===== src/rtl/sim_frame_trigger.sv =====
// ---------------------------------------------------------------------------
// sim_frame_trigger
//
// Purpose:
//   Opens a capture ("dump") window on a chosen video frame so that a
//   simulation can record only the frames of interest. Frames are counted on
//   falling edges of the active-low vertical sync. The window opens on the VS
//   edge seen while frame_cnt equals START_FRAME. It then stays open for
//   DUMP_FRAMES further edges, or forever when DUMP_FRAMES is 0.
//
// Optional feature (macro DUMP_LOADWAIT_EN):
//   When the macro is defined, the block waits in WAIT_LOAD until a ROM
//   download has finished. The falling edge of the registered downloading
//   signal arms it. A new download (rising edge of downloading) restarts it
//   from WAIT_LOAD and clears frame_cnt. When the macro is not defined, the
//   downloading input is ignored and the block comes out of reset armed.
//
// Parameters:
//   START_FRAME  frame_cnt value, sampled at a VS edge, that opens the window
//   DUMP_FRAMES  number of VS edges the window stays open (0 = unlimited)
//
// Ports:
//   clk          single clock, all logic on the rising edge
//   rst          synchronous reset, active-high
//   vs           vertical sync, active-low pulse
//   downloading  ROM download in progress (used only with DUMP_LOADWAIT_EN)
//   frame_cnt    VS falling edges counted since arming
//   dump_start   one-cycle pulse when the window opens
//   dump_stop    one-cycle pulse when the window closes
//   dump_active  high while the window is open
// ---------------------------------------------------------------------------
module sim_frame_trigger #(
    parameter logic [31:0] START_FRAME = 32'd0,
    parameter logic [31:0] DUMP_FRAMES = 32'd0
) (
    input  logic        clk,
    input  logic        rst,
    input  logic        vs,
    input  logic        downloading,
    output logic [31:0] frame_cnt,
    output logic        dump_start,
    output logic        dump_stop,
    output logic        dump_active
);

    typedef enum logic [1:0] {
        WAIT_LOAD = 2'd0,
        ARMED     = 2'd1,
        ACTIVE    = 2'd2,
        DONE      = 2'd3
    } state_t;

    state_t      r_state;
    state_t      w_state_nxt;
    logic        r_vs_l;
    logic [31:0] r_frame_cnt;
    logic [31:0] w_frame_cnt_nxt;
    logic [31:0] r_win_cnt;
    logic [31:0] w_win_cnt_nxt;
    logic        r_dump_start;
    logic        w_dump_start_nxt;
    logic        r_dump_stop;
    logic        w_dump_stop_nxt;
    logic        r_dump_active;
    logic        w_dump_active_nxt;

    logic        w_vs_edge;
    logic        w_dl_rise;
    logic        w_dl_fall;

    // A frame boundary is the cycle where VS was high last cycle and is low now.
    assign w_vs_edge = r_vs_l & ~vs;

`ifdef DUMP_LOADWAIT_EN
    localparam state_t RESET_STATE = WAIT_LOAD;

    logic r_dl_l;

    always_ff @(posedge clk) begin
        if (rst) begin
            r_dl_l <= 1'b0;
        end else begin
            r_dl_l <= downloading;
        end
    end

    assign w_dl_rise = downloading & ~r_dl_l;
    assign w_dl_fall = r_dl_l & ~downloading;
`else
    localparam state_t RESET_STATE = ARMED;

    // The download handshake does not exist in this build, so the input is
    // deliberately left unused.
    logic w_unused_downloading;
    assign w_unused_downloading = downloading;

    assign w_dl_rise = 1'b0;
    assign w_dl_fall = 1'b0;
`endif

    // Next-state and next-output logic.
    always_comb begin
        // NOTE: every signal gets a default before any branch so that no path
        // leaves it unassigned, which would otherwise infer a latch.
        w_state_nxt       = r_state;
        w_frame_cnt_nxt   = r_frame_cnt;
        w_win_cnt_nxt     = r_win_cnt;
        w_dump_start_nxt  = 1'b0;
        w_dump_stop_nxt   = 1'b0;
        w_dump_active_nxt = r_dump_active;

        if (w_dl_rise && (r_state != WAIT_LOAD)) begin
            // A new download restarts the block. It wins over a VS edge in the
            // same cycle, and that edge is dropped. Only an open window
            // reports its closure.
            w_state_nxt       = WAIT_LOAD;
            w_frame_cnt_nxt   = 32'd0;
            w_win_cnt_nxt     = 32'd0;
            w_dump_stop_nxt   = (r_state == ACTIVE);
            w_dump_active_nxt = 1'b0;
        end else begin
            unique case (r_state)
                WAIT_LOAD: begin
                    // frame_cnt is already 0 here, and VS edges are ignored.
                    if (w_dl_fall) begin
                        w_state_nxt = ARMED;
                    end
                end
                ARMED: begin
                    if (w_vs_edge) begin
                        w_frame_cnt_nxt = r_frame_cnt + 32'd1;
                        // The compare uses the count before the increment.
                        if (r_frame_cnt == START_FRAME) begin
                            w_state_nxt       = ACTIVE;
                            w_win_cnt_nxt     = 32'd0;
                            w_dump_start_nxt  = 1'b1;
                            w_dump_active_nxt = 1'b1;
                        end
                    end
                end
                ACTIVE: begin
                    if (w_vs_edge) begin
                        w_frame_cnt_nxt = r_frame_cnt + 32'd1;
                        w_win_cnt_nxt   = r_win_cnt + 32'd1;
                        // The window closes on the edge that brings the
                        // in-window count up to DUMP_FRAMES.
                        if ((DUMP_FRAMES != 32'd0) &&
                            ((r_win_cnt + 32'd1) == DUMP_FRAMES)) begin
                            w_state_nxt       = DONE;
                            w_dump_stop_nxt   = 1'b1;
                            w_dump_active_nxt = 1'b0;
                        end
                    end
                end
                DONE: begin
                    if (w_vs_edge) begin
                        w_frame_cnt_nxt = r_frame_cnt + 32'd1;
                    end
                end
                default: begin
                    w_state_nxt = RESET_STATE;
                end
            endcase
        end
    end

    // State and output registers.
    always_ff @(posedge clk) begin
        // NOTE: sequential state uses non-blocking assignments only, so every
        // register samples the values from before the clock edge.
        if (rst) begin
            // NOTE: every register, including the window counter, is reset.
            // A reset mid-window clears dump_active and produces no dump_stop.
            r_state       <= RESET_STATE;
            r_vs_l        <= 1'b1;
            r_frame_cnt   <= 32'd0;
            r_win_cnt     <= 32'd0;
            r_dump_start  <= 1'b0;
            r_dump_stop   <= 1'b0;
            r_dump_active <= 1'b0;
        end else begin
            r_state       <= w_state_nxt;
            r_vs_l        <= vs;
            r_frame_cnt   <= w_frame_cnt_nxt;
            r_win_cnt     <= w_win_cnt_nxt;
            r_dump_start  <= w_dump_start_nxt;
            r_dump_stop   <= w_dump_stop_nxt;
            r_dump_active <= w_dump_active_nxt;
        end
    end

    assign frame_cnt   = r_frame_cnt;
    assign dump_start  = r_dump_start;
    assign dump_stop   = r_dump_stop;
    assign dump_active = r_dump_active;

endmodule


===== config.mk =====
export PLATFORM = sky130hd
export DESIGN_NAME = sim_frame_trigger
export DESIGN_NICKNAME = d
export VERILOG_FILES = /design/src/rtl/sim_frame_trigger.sv
export SDC_FILE = /design/constraint.sdc
export NUM_CORES = 1
export LEC_CHECK = 0
export ABC_AREA = 1
export ABC_CLOCK_PERIOD_IN_PS = 4000
export CAP_MARGIN = 5
export CELL_PAD_IN_SITES_DETAIL_PLACEMENT = 1
export CELL_PAD_IN_SITES_GLOBAL_PLACEMENT = 2
export CORE_AREA = 10 10 95 97
export CTS_CLUSTER_DIAMETER = 100
export DETAILED_ROUTE_END_ITERATION = 12
export DIE_AREA = 0 0 105 107
export PLACE_DENSITY = 0.84
export SLEW_MARGIN = 20
export SYNTH_ARGS = -nofsm -noshare
export SYNTH_HDL_FRONTEND = slang
export SYNTH_SLANG_ARGS = --single-unit

===== constraint.sdc =====
create_clock -name clk -period 4 [get_ports clk]
set_clock_uncertainty 0.1 [all_clocks]
set_input_delay 0.4 -clock clk [delete_from_list [all_inputs] [get_ports clk]]
set_output_delay 0.4 -clock clk [all_outputs]
set_load 0.1 [all_outputs]

==> Implementation_results.wiki <==
{| class="wikitable"
! Metric !! Value
|-
| Post-CTS Setup Repair Bufs || 0
|-
| Synth top area share || 34.4%
|-
| Post-synthesis share of cell area spent on full adders, half adders and majority gates || 1.19%
|-
| Number of antenna violations at the first check in global routing || 0
|-
| Delay contributed by the slowest stage of the critical path || 1.20 ns
|-
| Wire length per cell after detailed routing || 14.1 microns
|-
| Ys flop type || dfxtp_1
|-
| Max-slew violations || 0
|-
| Library cells used by synthesis || 27
|-
| Wire length reported by the detailed router || 6590 microns
|-
| Overall Power || 0.752 mW
|-
| Ratio of cells with drive above 1 in the final layout || 8.13%
|-
| Category of the worst setup path capture point || output port
|-
| CTS tree || done
|-
| Setup CP Type || reg2out
|-
| Transition at the pin with the smallest max-transition slack || 0.979 ns
|-
| CTS Sinks || 36
|-
| Worst reg2reg startpoint || r_state[1]
|-
| Endpoint with the worst hold slack || frame_cnt[6]
|-
| Post-synthesis xor/xnor area fraction || 1.67%
|-
| Number of global-route vias before repair || 2232
|-
| Summed area of non-filler cells in the final layout || 2660 sq um
|-
| Run status || finished, final reports clean
|-
| Weighted congestion at the end of routability-driven global placement || 0.757
|-
| Total core area || 7140 sq um
|-
| Clock transition at the registers of the reported paths || 0.07 ns
|-
| Largest family of logic cells by synthesized area || simple AND/OR/NAND/NOR gates
|-
| Unrepaired setup endpoints after global routing || false
|-
| Root buffer cell || clkbuf_8
|-
| Number of diodes || 0
|-
| Number of rows in the core area || 31
|-
| Flip-flop and latch count after synthesis || 36
|-
| Worst-case reg-to-reg path depth || 8
|-
| Cts repair resizes || 0
|-
| Insertion delay to the later sink of the worst-skew pair || 0.29 ns
|-
| CTS Buffer Depth || 2
|-
| Area fraction in compound gates after synthesis || 6.39%
|-
| Cell class contributing the biggest share of worst-path delay || buffers and inverters
|-
| Worst Min Path Start || frame_cnt[6]
|-
| Fin nets || 375
|-
| Instance count along the most critical hold path || 2
|-
| Number of enable flip-flop cells after synthesis || 0
|-
| Most frequently used cell type in the post-synthesis netlist || nand2_1
|-
| Type of the worst min-delay path || reg2reg
|-
| Area taken by flip-flops and latches || 721 sq um
|-
| Area of the multi-input gates || 1160 sq um
|-
| Sum of negative setup slack || 0 ns
|-
| Highest net fanout along the worst path || 7
|-
| Arrival time of the worst setup path || 1.98 ns
|-
| Area contributors post-synth || dfxtp_1 (34%), nand2_1 (13%), nor2_1 (11%), inv_1 (8.8%), nand3_1 (6.2%)
|-
| Initial core utilization || 29.3%
|-
| Height of the die || 107 microns
|-
| Wire length of the first global-routing pass || 11000 microns
|-
| Share of synthesized area spent on multiplexers || 0%
|-
| Max Freq || 0.402 GHz
|-
| Number of buffers inserted by hold repair at cts || 0
|-
| Yosys warning count || 0
|-
| Iter 0 DRT Violations || 61
|-
| Area of the die || 11200 sq um
|-
| Cell count after synthesis || 329
|-
| Setup slack of the worst register-to-register path || 2.06 ns
|-
| Antenna Nets Post-Route || 0
|-
| Count of H-tree levels built during CTS || 2
|-
| Final standard cell count with taps included and fillers excluded || 468
|-
| Final clock period utilization by the worst path || 62.1%
|-
| Boundary pin count || 39
|-
| Power density over cell area || 282 nW/um^2
|-
| Worst setup slack after layout || 1.52 ns
|-
| Port bufs || 36
|-
| Hold Fails Final Rpt || 0
|-
| Layout Utilization || 37.3%
|-
| Max-slew headroom || 34.5%
|-
| Filler cell count || 953
|-
| Kind of launch point of the worst setup path || flop
|-
| Overflow after GRT || 0
|-
| Number of remaining DRC errors || 0
|-
| Sequential fraction of the synthesis area || 34.4%
|-
| Placed instance area || 2570 sq um
|-
| Estimated wirelength of the detail-placed design || 5360 microns
|-
| Final count of negative-setup-slack endpoints || 0
|-
| Async SR Flop Fraction || 0%
|-
| Post-synthesis instance area || 2090 sq um
|-
| Simple-gate share of the synthesized area || 46.1%
|-
| Crit path max-delay cell type || clkdlybuf4s50_1
|-
| Post-synthesis net count || 335
|-
| Largest vdd supply drop || 127 uV
|-
| Placed cell count || 461
|-
| Via Count || 2164
|-
| Worst slack on hold paths || 0.416 ns
|-
| Pin count of the biggest net entering global routing || 18
|-
| Pleak || 1.02 nW
|-
| End of the worst register-to-register path || frame_cnt[29]
|-
| Area growth from synthesis to final layout || 27.1%
|-
| Post-synth top area cell || dfxtp_1
|-
| Die width || 105 microns
|-
| Synthesized area per cell || 6.37 sq um
|-
| TritonCTS buffer count || 5
|-
| Commonest cells in the synthesized netlist || nand2_1 (74), nor2_1 (64), inv_1 (49), dfxtp_1 (36), nand3_1 (26)
|-
| Time the worst path needs with I/O delays and setup || 2.48 ns
|-
| Max cap viols || 0
|-
| Required time worst endpoint || 3.50 ns
|-
| Pre-CTS setup slack || 1.53 ns
|-
| Routed via count divided by cell count || 4.62
|-
| First-pass detailed-route iteration total || 4
|-
| Cells along the critical path || clkdlybuf4s50_1
|-
| CP Buf/Inv Count || 1
|-
| GR Util All Layers || 12.0%
|}
metal layers:
metal | share of wire [%] | track usage, % | vias up
li1 | - | - | 1116
met1 | 47 | 14.7 | 1011
met2 | 47 | 20.1 | 29
met3 | 4.1 | 2.63 | 8
met4 | 1.5 | 4.71 | 0
met5 | 0 | 0 | -
worst max-delay path by stage:
stage	startpoint	endpoint	slack (ns)	depth (start not counted)
final	frame_cnt[4]	frame_cnt[4]	1.52	1
after global routing	frame_cnt[4]	frame_cnt[4]	1.43	1
after CTS	frame_cnt[4]	frame_cnt[4]	1.48	1
after detailed placement	vs	frame_cnt[29]	1.53	10
after global placement	vs	frame_cnt[29]	1.58	9
after floorplan	frame_cnt[1]	frame_cnt[6]	1.79	8
state kept, by name, summed over array words and instances, names as in the netlist:
register	count
frame_cnt	32
r_state	2
dump_start	1
r_vs_l	1
cells in the final DEF, fill, tap and decap left out, types with 3 or more instances in the layout:
cell type,synthesis,layout
nand2_2,4,4
inv_1,49,49
dfxtp_1,36,36
clkdlybuf4s50_1,0,36
nor2_2,6,6
o21ai_0,8,8
nand2_1,74,74
nand4_1,15,15
nor2_4,7,7
nor2_1,64,64
nand3_1,26,26
a21oi_1,12,12
nor3_1,3,3
clkbuf_8,0,7
xor2_1,4,4
nand3_2,3,3
report_power, final:
group / leakage (nW) / switching [mW] / internal, mW
registers: 0.291 / 0.00543 / 0.365
logic: 0.679 / 0.0716 / 0.0220
clock network: 0.0503 / 0.135 / 0.154
total: 1.02 / 0.212 / 0.541
area by class of cell:
type / instances / share of cell area, %
inverter: 49 / 6.91
tap: 99 / 4.65
sequential: 36 / 27.1
clock buffer: 7 / 3.62
multi-input combinational: 239 / 43.7
timing repair buffer: 38 / 14.1
cell families after synthesis:
logic type,after synthesis
compound gates,25
xor+xnor,4
fa+ha+maj,2
buf+inv,54
flops,36
other cells,1
simple gates,207
Power figures use the tool's default switching activity.
